File: config.mk
export PLATFORM = sky130hd
export DESIGN_NAME = uart_boot_loader
export DESIGN_NICKNAME = d
export VERILOG_FILES = /design/src/rtl/uart_boot_loader.sv
export SDC_FILE = /design/constraint.sdc
export NUM_CORES = 1
export LEC_CHECK = 0
export CELL_PAD_IN_SITES_DETAIL_PLACEMENT = 1
export CELL_PAD_IN_SITES_GLOBAL_PLACEMENT = 2
export CORE_ASPECT_RATIO = 1.5
export CORE_MARGIN = 1
export CORE_UTILIZATION = 35
export CTS_CLUSTER_SIZE = 16
export DETAILED_ROUTE_END_ITERATION = 6
export PLACE_DENSITY = 0.71
export RECOVER_POWER = 50
export REMOVE_ABC_BUFFERS = 1
export SYNTH_ARGS = -nofsm -noshare
export SYNTH_HDL_FRONTEND = slang
export SYNTH_SLANG_ARGS = --single-unit
File: constraint.sdc
create_clock -name clk -period 8.6 [get_ports clk]
set_input_delay 1.72 -clock clk [delete_from_list [all_inputs] [get_ports clk]]
set_output_delay 1.72 -clock clk [all_outputs]
set_load 0.03 [all_outputs]
File: src/rtl/uart_boot_loader.sv
// uart_boot_loader: pulls a length-prefixed, little-endian program image from
// the UART RX FIFO, writes it word by word into instruction memory, then
// releases the core via core_run. DONE and ERROR are terminal until reset.
module uart_boot_loader #(
  parameter logic [31:0] ADDR_BASE = 32'h0000_0000,
  parameter int unsigned MAX_WORDS = 4096
) (
  input  logic        clk,
  input  logic        rst,
  input  logic        uart_empty,
  input  logic [7:0]  uart_in,
  output logic        uart_rdreq,
  output logic        imem_we,
  output logic [31:0] imem_addr,
  output logic [31:0] imem_wdata,
  output logic        core_run,
  output logic [1:0]  status,
  output logic [31:0] words_loaded
);

  typedef enum logic [2:0] {S_LEN, S_DATA, S_WRITE, S_DONE, S_ERR} state_t;

  state_t      state_q, state_d;
  logic        pending_q, pending_d;
  logic [1:0]  bcnt_q, bcnt_d;
  logic [31:0] shreg_q, shreg_d;
  logic [31:0] n_q, n_d;
  logic [31:0] idx_q, idx_d;
  logic [31:0] addr_q, addr_d;
  logic [31:0] wdata_q, wdata_d;
  logic [31:0] wl_q, wl_d;
  logic        fetching;
  logic [31:0] word;
  logic [31:0] idx_nxt;

  assign fetching = (state_q == S_LEN) || (state_q == S_DATA);
  // Read request must react to uart_empty in the same cycle, otherwise it could
  // fire on an empty FIFO; it is therefore a decode, gated off during reset.
  assign uart_rdreq = !rst && fetching && !pending_q && !uart_empty;
  assign word       = {uart_in, shreg_q[31:8]};
  assign idx_nxt    = idx_q + 32'd1;

  // Next-state logic: byte handshake, word assembly and load sequencing.
  always_comb begin
    state_d   = state_q;
    pending_d = uart_rdreq;
    bcnt_d    = bcnt_q;
    shreg_d   = shreg_q;
    n_d       = n_q;
    idx_d     = idx_q;
    addr_d    = addr_q;
    wdata_d   = wdata_q;
    wl_d      = wl_q;
    if (fetching && pending_q) begin
      shreg_d = word;
      bcnt_d  = bcnt_q + 2'd1;
      if (bcnt_q == 2'd3) begin
        if (state_q == S_LEN) begin
          n_d = word;
          if (word == 32'd0)                state_d = S_DONE;
          else if (word > 32'(MAX_WORDS))   state_d = S_ERR;
          else                              state_d = S_DATA;
        end else begin
          state_d = S_WRITE;
          wdata_d = word;
          addr_d  = ADDR_BASE + (idx_q << 2);
        end
      end
    end
    if (state_q == S_WRITE) begin
      idx_d   = idx_nxt;
      wl_d    = wl_q + 32'd1;
      state_d = (idx_nxt == n_q) ? S_DONE : S_DATA;
    end
  end

  // State registers; memory contents are never touched by reset.
  always_ff @(posedge clk or posedge rst) begin
    if (rst) begin
      state_q   <= S_LEN;
      pending_q <= 1'b0;
      bcnt_q    <= 2'd0;
      shreg_q   <= 32'd0;
      n_q       <= 32'd0;
      idx_q     <= 32'd0;
      addr_q    <= ADDR_BASE;
      wdata_q   <= 32'd0;
      wl_q      <= 32'd0;
    end else begin
      state_q   <= state_d;
      pending_q <= pending_d;
      bcnt_q    <= bcnt_d;
      shreg_q   <= shreg_d;
      n_q       <= n_d;
      idx_q     <= idx_d;
      addr_q    <= addr_d;
      wdata_q   <= wdata_d;
      wl_q      <= wl_d;
    end
  end

  // Moore outputs decoded from the registered state.
  always_comb begin
    status = 2'd0;
    case (state_q)
      S_LEN:           status = 2'd0;
      S_DATA, S_WRITE: status = 2'd1;
      S_DONE:          status = 2'd2;
      S_ERR:           status = 2'd3;
      default:         status = 2'd0;
    endcase
  end

  assign imem_we      = (state_q == S_WRITE);
  assign core_run     = (state_q == S_DONE);
  assign imem_addr    = addr_q;
  assign imem_wdata   = wdata_q;
  assign words_loaded = wl_q;

endmodule

=== Word level (Yosys, flattened, before mapping) ===
Cells that the tools add are included.
Widths: inputs -> output; s select.

* Add/sub/neg operators: 3
* Multiply operators: 0
* Divide/modulo/power cells: 0
* Magnitude comparators: 1
* Equality and inequality tests: 6
* Shift-type cells: 0
* Muxes and demuxes: 8
* Bitwise logic cells: 1
* Reduce and logical (&&, ||, !) cells: 16

{| class="wikitable"
|+ Operators by type and width
! cell !! count
|-
| $add 32x1->32 const B || 2
|-
| $eq 32x32->1 || 1
|-
| $gt 32x13->1 const B || 1
|-
| $logic_not 32->1 || 1
|-
| $mux 3 || 6
|-
| $eq 3x2->1 const B || 2
|-
| $pmux 2 s3 || 1
|-
| $reduce_and 3->1 || 2
|-
| $logic_and 1x1->1 || 4
|-
| $reduce_bool 2->1 || 2
|-
| $eq 3x1->1 const B || 1
|-
| $eq 3x3->1 const B || 1
|-
| $logic_not 1->1 || 3
|-
| $logic_not 3->1 || 1
|-
| $add 2x1->2 const B || 1
|-
| $eq 2x2->1 const B || 1
|-
| $mux 2 || 1
|-
| $reduce_and 2->1 || 1
|-
| $reduce_or 2->1 || 1
|-
| $logic_or 1x1->1 || 1
|-
| $not 1->1 || 1
|}

* Register bits after elaboration: 196
* Latch bits: 0
* Memory bits (writable): 0
* ROM bits: 0
* Word-level logic and storage cells: 44
* Memories: 0

=== Longest topological paths before layout ===
* Word-level depth: 7
* Gate-level depth with buffers: 10
* Depth with buffers taken out: 9

=== Worst setup path after synthesis ===
No wires, ideal clock.

* Path type: input port to output port
* Start point: in rst
* End point: out uart_rdreq
* Data arrival time: 2.621 ns
* Required time: 6.880 ns
* Path slack: 4.259 ns
* Cell stages on the path: 2
* Path through: or4_1 -> nor2_1

* Word-level cells in the longest chain between the ends: 4

{| class="wikitable"
|+ RTL lines
! element !! line !! source
|-
| from (decl) || 9 || <nowiki>input logic rst,</nowiki>
|-
| $logic_not 1->1 (no line) || - ||
|-
| $logic_and 1x1->1 (3 in series) || 39 || <nowiki>assign uart_rdreq = !rst && fetching && !pending_q && !uart_empty;</nowiki>
|-
| to (decl) || 12 || <nowiki>output logic uart_rdreq,</nowiki>
|}

Every way passes these cells.

==> impl_metrics.json <==
{
  "grt_pass1_vias": 6371,
  "die_h_um": 197,
  "status": "finished, violations left",
  "multiInputGateArea_mm2": 0.00378,
  "worst_slack_ps": 2820,
  "yosys_most_used_dff": "dfrtp_1",
  "cts_setup_buffers": 0,
  "drive_above_1_share_pct": 20.4,
  "syn_avg_cell_area_um2": 12.3,
  "layout.cells.non_filler": 1146,
  "ys_seq_area_share_pct": 53.2,
  "place_hpwl_um": 15600,
  "min_period_ps": 5780,
  "seqCellArea_mm2": 0.00470,
  "p_per_area_mw_per_mm2": 162,
  "syn_inst": 719,
  "cts_buffers": 17,
  "cpMaxStageDelayCell": "clkinvlp_2",
  "endpoint_kind": "asynchronous set/reset pin",
  "fp.dieW_um": 132,
  "clkLatencyLatePin_ps": 440,
  "cts.clk_slew.worst_paths_ps": 80,
  "core_area_mm2": 0.0246,
  "holdCritPathClass": "register to register",
  "synth_edf_count": 0,
  "cts-hold-fix-buffers": 0,
  "cellLeakagePower_uw": 0.00481,
  "drc": 0,
  "grt_overflow": 0,
  "ctsResizeCount": 0,
  "ys_seq_elements": 188,
  "post-place-ws_ps": 3350,
  "antenna_found_initial": 0,
  "worst_ep_required_time_ps": 9020,
  "layout.nets": 823,
  "hold_viol": 0,
  "fmax_ghz": 0.173,
  "finalSetupViolations": 0,
  "min_path_cells": 1,
  "path_cells": "dlygate4sd3_1 > clkinvlp_2 > buf_4",
  "port_buffers": 109,
  "cts_buffer_depth": 2,
  "htreeDepth": 4,
  "peakVddDrop_uv": 137,
  "die_area_mm2": 0.0259,
  "grt_usage_pct": 18.0,
  "place_congestion": 0.811,
  "cts_sinks": 188,
  "start_util_pct": 35.9,
  "ant_nets": 0,
  "drt-total-wl_um": 21700,
  "drt_iter0_markers": 288,
  "viasPerCell": 5.11,
  "drtPass1Iterations": 4,
  "crit_fanout": 110,
  "violations": "capacitance limit, slew limit",
  "arrival_ps": 6200,
  "synth_area_mm2": 0.00884,
  "area_growth_pct": 20.1,
  "worstMarginPinSlew_ps": 4880,
  "vias": 5851,
  "antennaDiodeCount": 0,
  "num-fill-cells": 2604,
  "critPathKind": "input port to asynchronous set/reset pin",
  "async_reset_ff_share_pct": 100,
  "ff2ff_path_depth": 4,
  "grt_max_degree": 111,
  "ctsRootBufferMaster": "clkbuf_16",
  "dp.cells": 1114,
  "rsz0062_at_grt": "false",
  "rows": 70,
  "yosys.cell_types.count": 67,
  "maxCapViolations": 4,
  "ys.warnings.count": 0,
  "cts_tree": "done",
  "io_pins": 112,
  "max-slew-margin-rel_pct": -227,
  "period_share_pct": 67.3,
  "slew_viol_final": 232,
  "finalSetupTns_ps": 0,
  "grt_pass1_wl_um": 36100,
  "cpPeakStageDelay_ps": 2730,
  "skew_ps": 11.5,
  "crit_path_start_kind": "input port",
  "p_total_uw": 1720,
  "routedWlPerCell_um": 18.9
}
final timing paths:
check / startpoint / to / slack, ps
min in group asynchronous: rst / state_q[2]$_DFFE_PP0P_ / 3250
worst max register to register: state_q[1]$_DFFE_PP0P_ / imem_addr[29]$_DFFE_PP0P_ / 3050
worst min register to register: pending_q$_DFF_PP0_ / pending_q$_DFF_PP0_ / 450
max in group clk: state_q[1]$_DFFE_PP0P_ / imem_addr[29]$_DFFE_PP0P_ / 3050
worst min-delay path: pending_q$_DFF_PP0_ / pending_q$_DFF_PP0_ / 450
worst max-delay path: rst / words_loaded[0]$_DFFE_PP0P_ / 2820
per-layer routing:
metal	GRT usage [%]	wire, µm	share of wire (%)
met1	20.2	8700	40
met4	6.24	412	1.9
met3	3.09	558	2.6
met5	0	0	0
met2	33.8	12000	55
layout make-up:
class,count,area share (%)
multi-input cells,481,35.6
clock buffers,18,4.14
flip-flops and latches,188,44.3
inverters,9,0.330
repair buffers,112,10.4
well taps,324,3.82
clock inverters,14,1.45
placed cells by master, fill, tap and decap left out, drive strengths merged, types with 3 or more instances in the layout:
cell	n
and3	13
nand4b	3
mux2	116
o21ai	13
or2	3
xor2	32
nor4	16
clkbuf	20
nand4	26
nor3	14
inv	15
nor3b	4
nor2	35
xnor2	74
ha	3
nand3	26
and4	5
or4	3
a21oi	7
dfrtp	188
a31oi	4
nor2b	4
nand2	51
clkinv	5
clkdlybuf4s50	108
synthesized netlist by cell type (3+ instances only):
cell type,instances,area (µm²)
a21oi_1,7,35.0
inv_1,8,30.0
buf_6,12,135
and4_1,3,26.3
nor4_1,12,75.1
nand2_1,51,191
and3_1,11,68.8
nand4_4,3,63.8
o21ai_0,12,60.1
xor2_1,32,280
nor2b_1,4,25.0
ha_1,3,37.5
mux2_2,116,1310
nand4b_1,3,26.3
clkbuf_1,19,71.3
nand3_1,24,120
buf_4,5,37.5
nor2_1,35,131
dfrtp_1,188,4700
nor3b_1,4,30.0
or2_2,3,18.8
nor3_1,13,65.1
nand4_1,21,131
xnor2_1,74,648
a31oi_1,4,25.0
state kept, by name, indices dropped and copies added, names as in the netlist:
signal,count
imem_addr,30
n_q,32
imem_wdata,32
pending_q,1
bcnt_q,2
state_q,3
shreg_q,24
words_loaded,32
idx_q,32
cell families (layout without fill, tap and decap cells):
kind of cell	Yosys count	after routing	share of synthesized area, %
other	1	2	0.0424
and+or+nand+nor	210	210	13.9
adders and majority gates	4	4	0.538
DFF	188	188	53.2
buffers and inverters	51	153	3.65
xor gates and xnor gates	106	106	10.5
muxes	117	117	14.9
AOI/OAI and AO/OA	42	42	3.31
critical path: cells and delay by family:
family | cells | cell delay (ps)
buffers and inverters | 3 | 4420
power by group:
group | total, µW | switching, µW | internal [µW]
combinational | 35.4 | 26.4 | 9.04
clock | 794 | 374 | 420
sequential | 887 | 0.975 | 886
total | 1720 | 402 | 1310
stage by stage:
step	hold slack, ps	area, µm²	utilization [%]
6_report	446	10600	43.2
5_1_grt	480	10600	43.2
4_1_cts	444	10700	43.4
3_5_place_dp	434	10100	41.0
3_3_place_gp	425	10100	41.0
2_1_floorplan	448	8560	-
(Power assumes the default switching activity.)
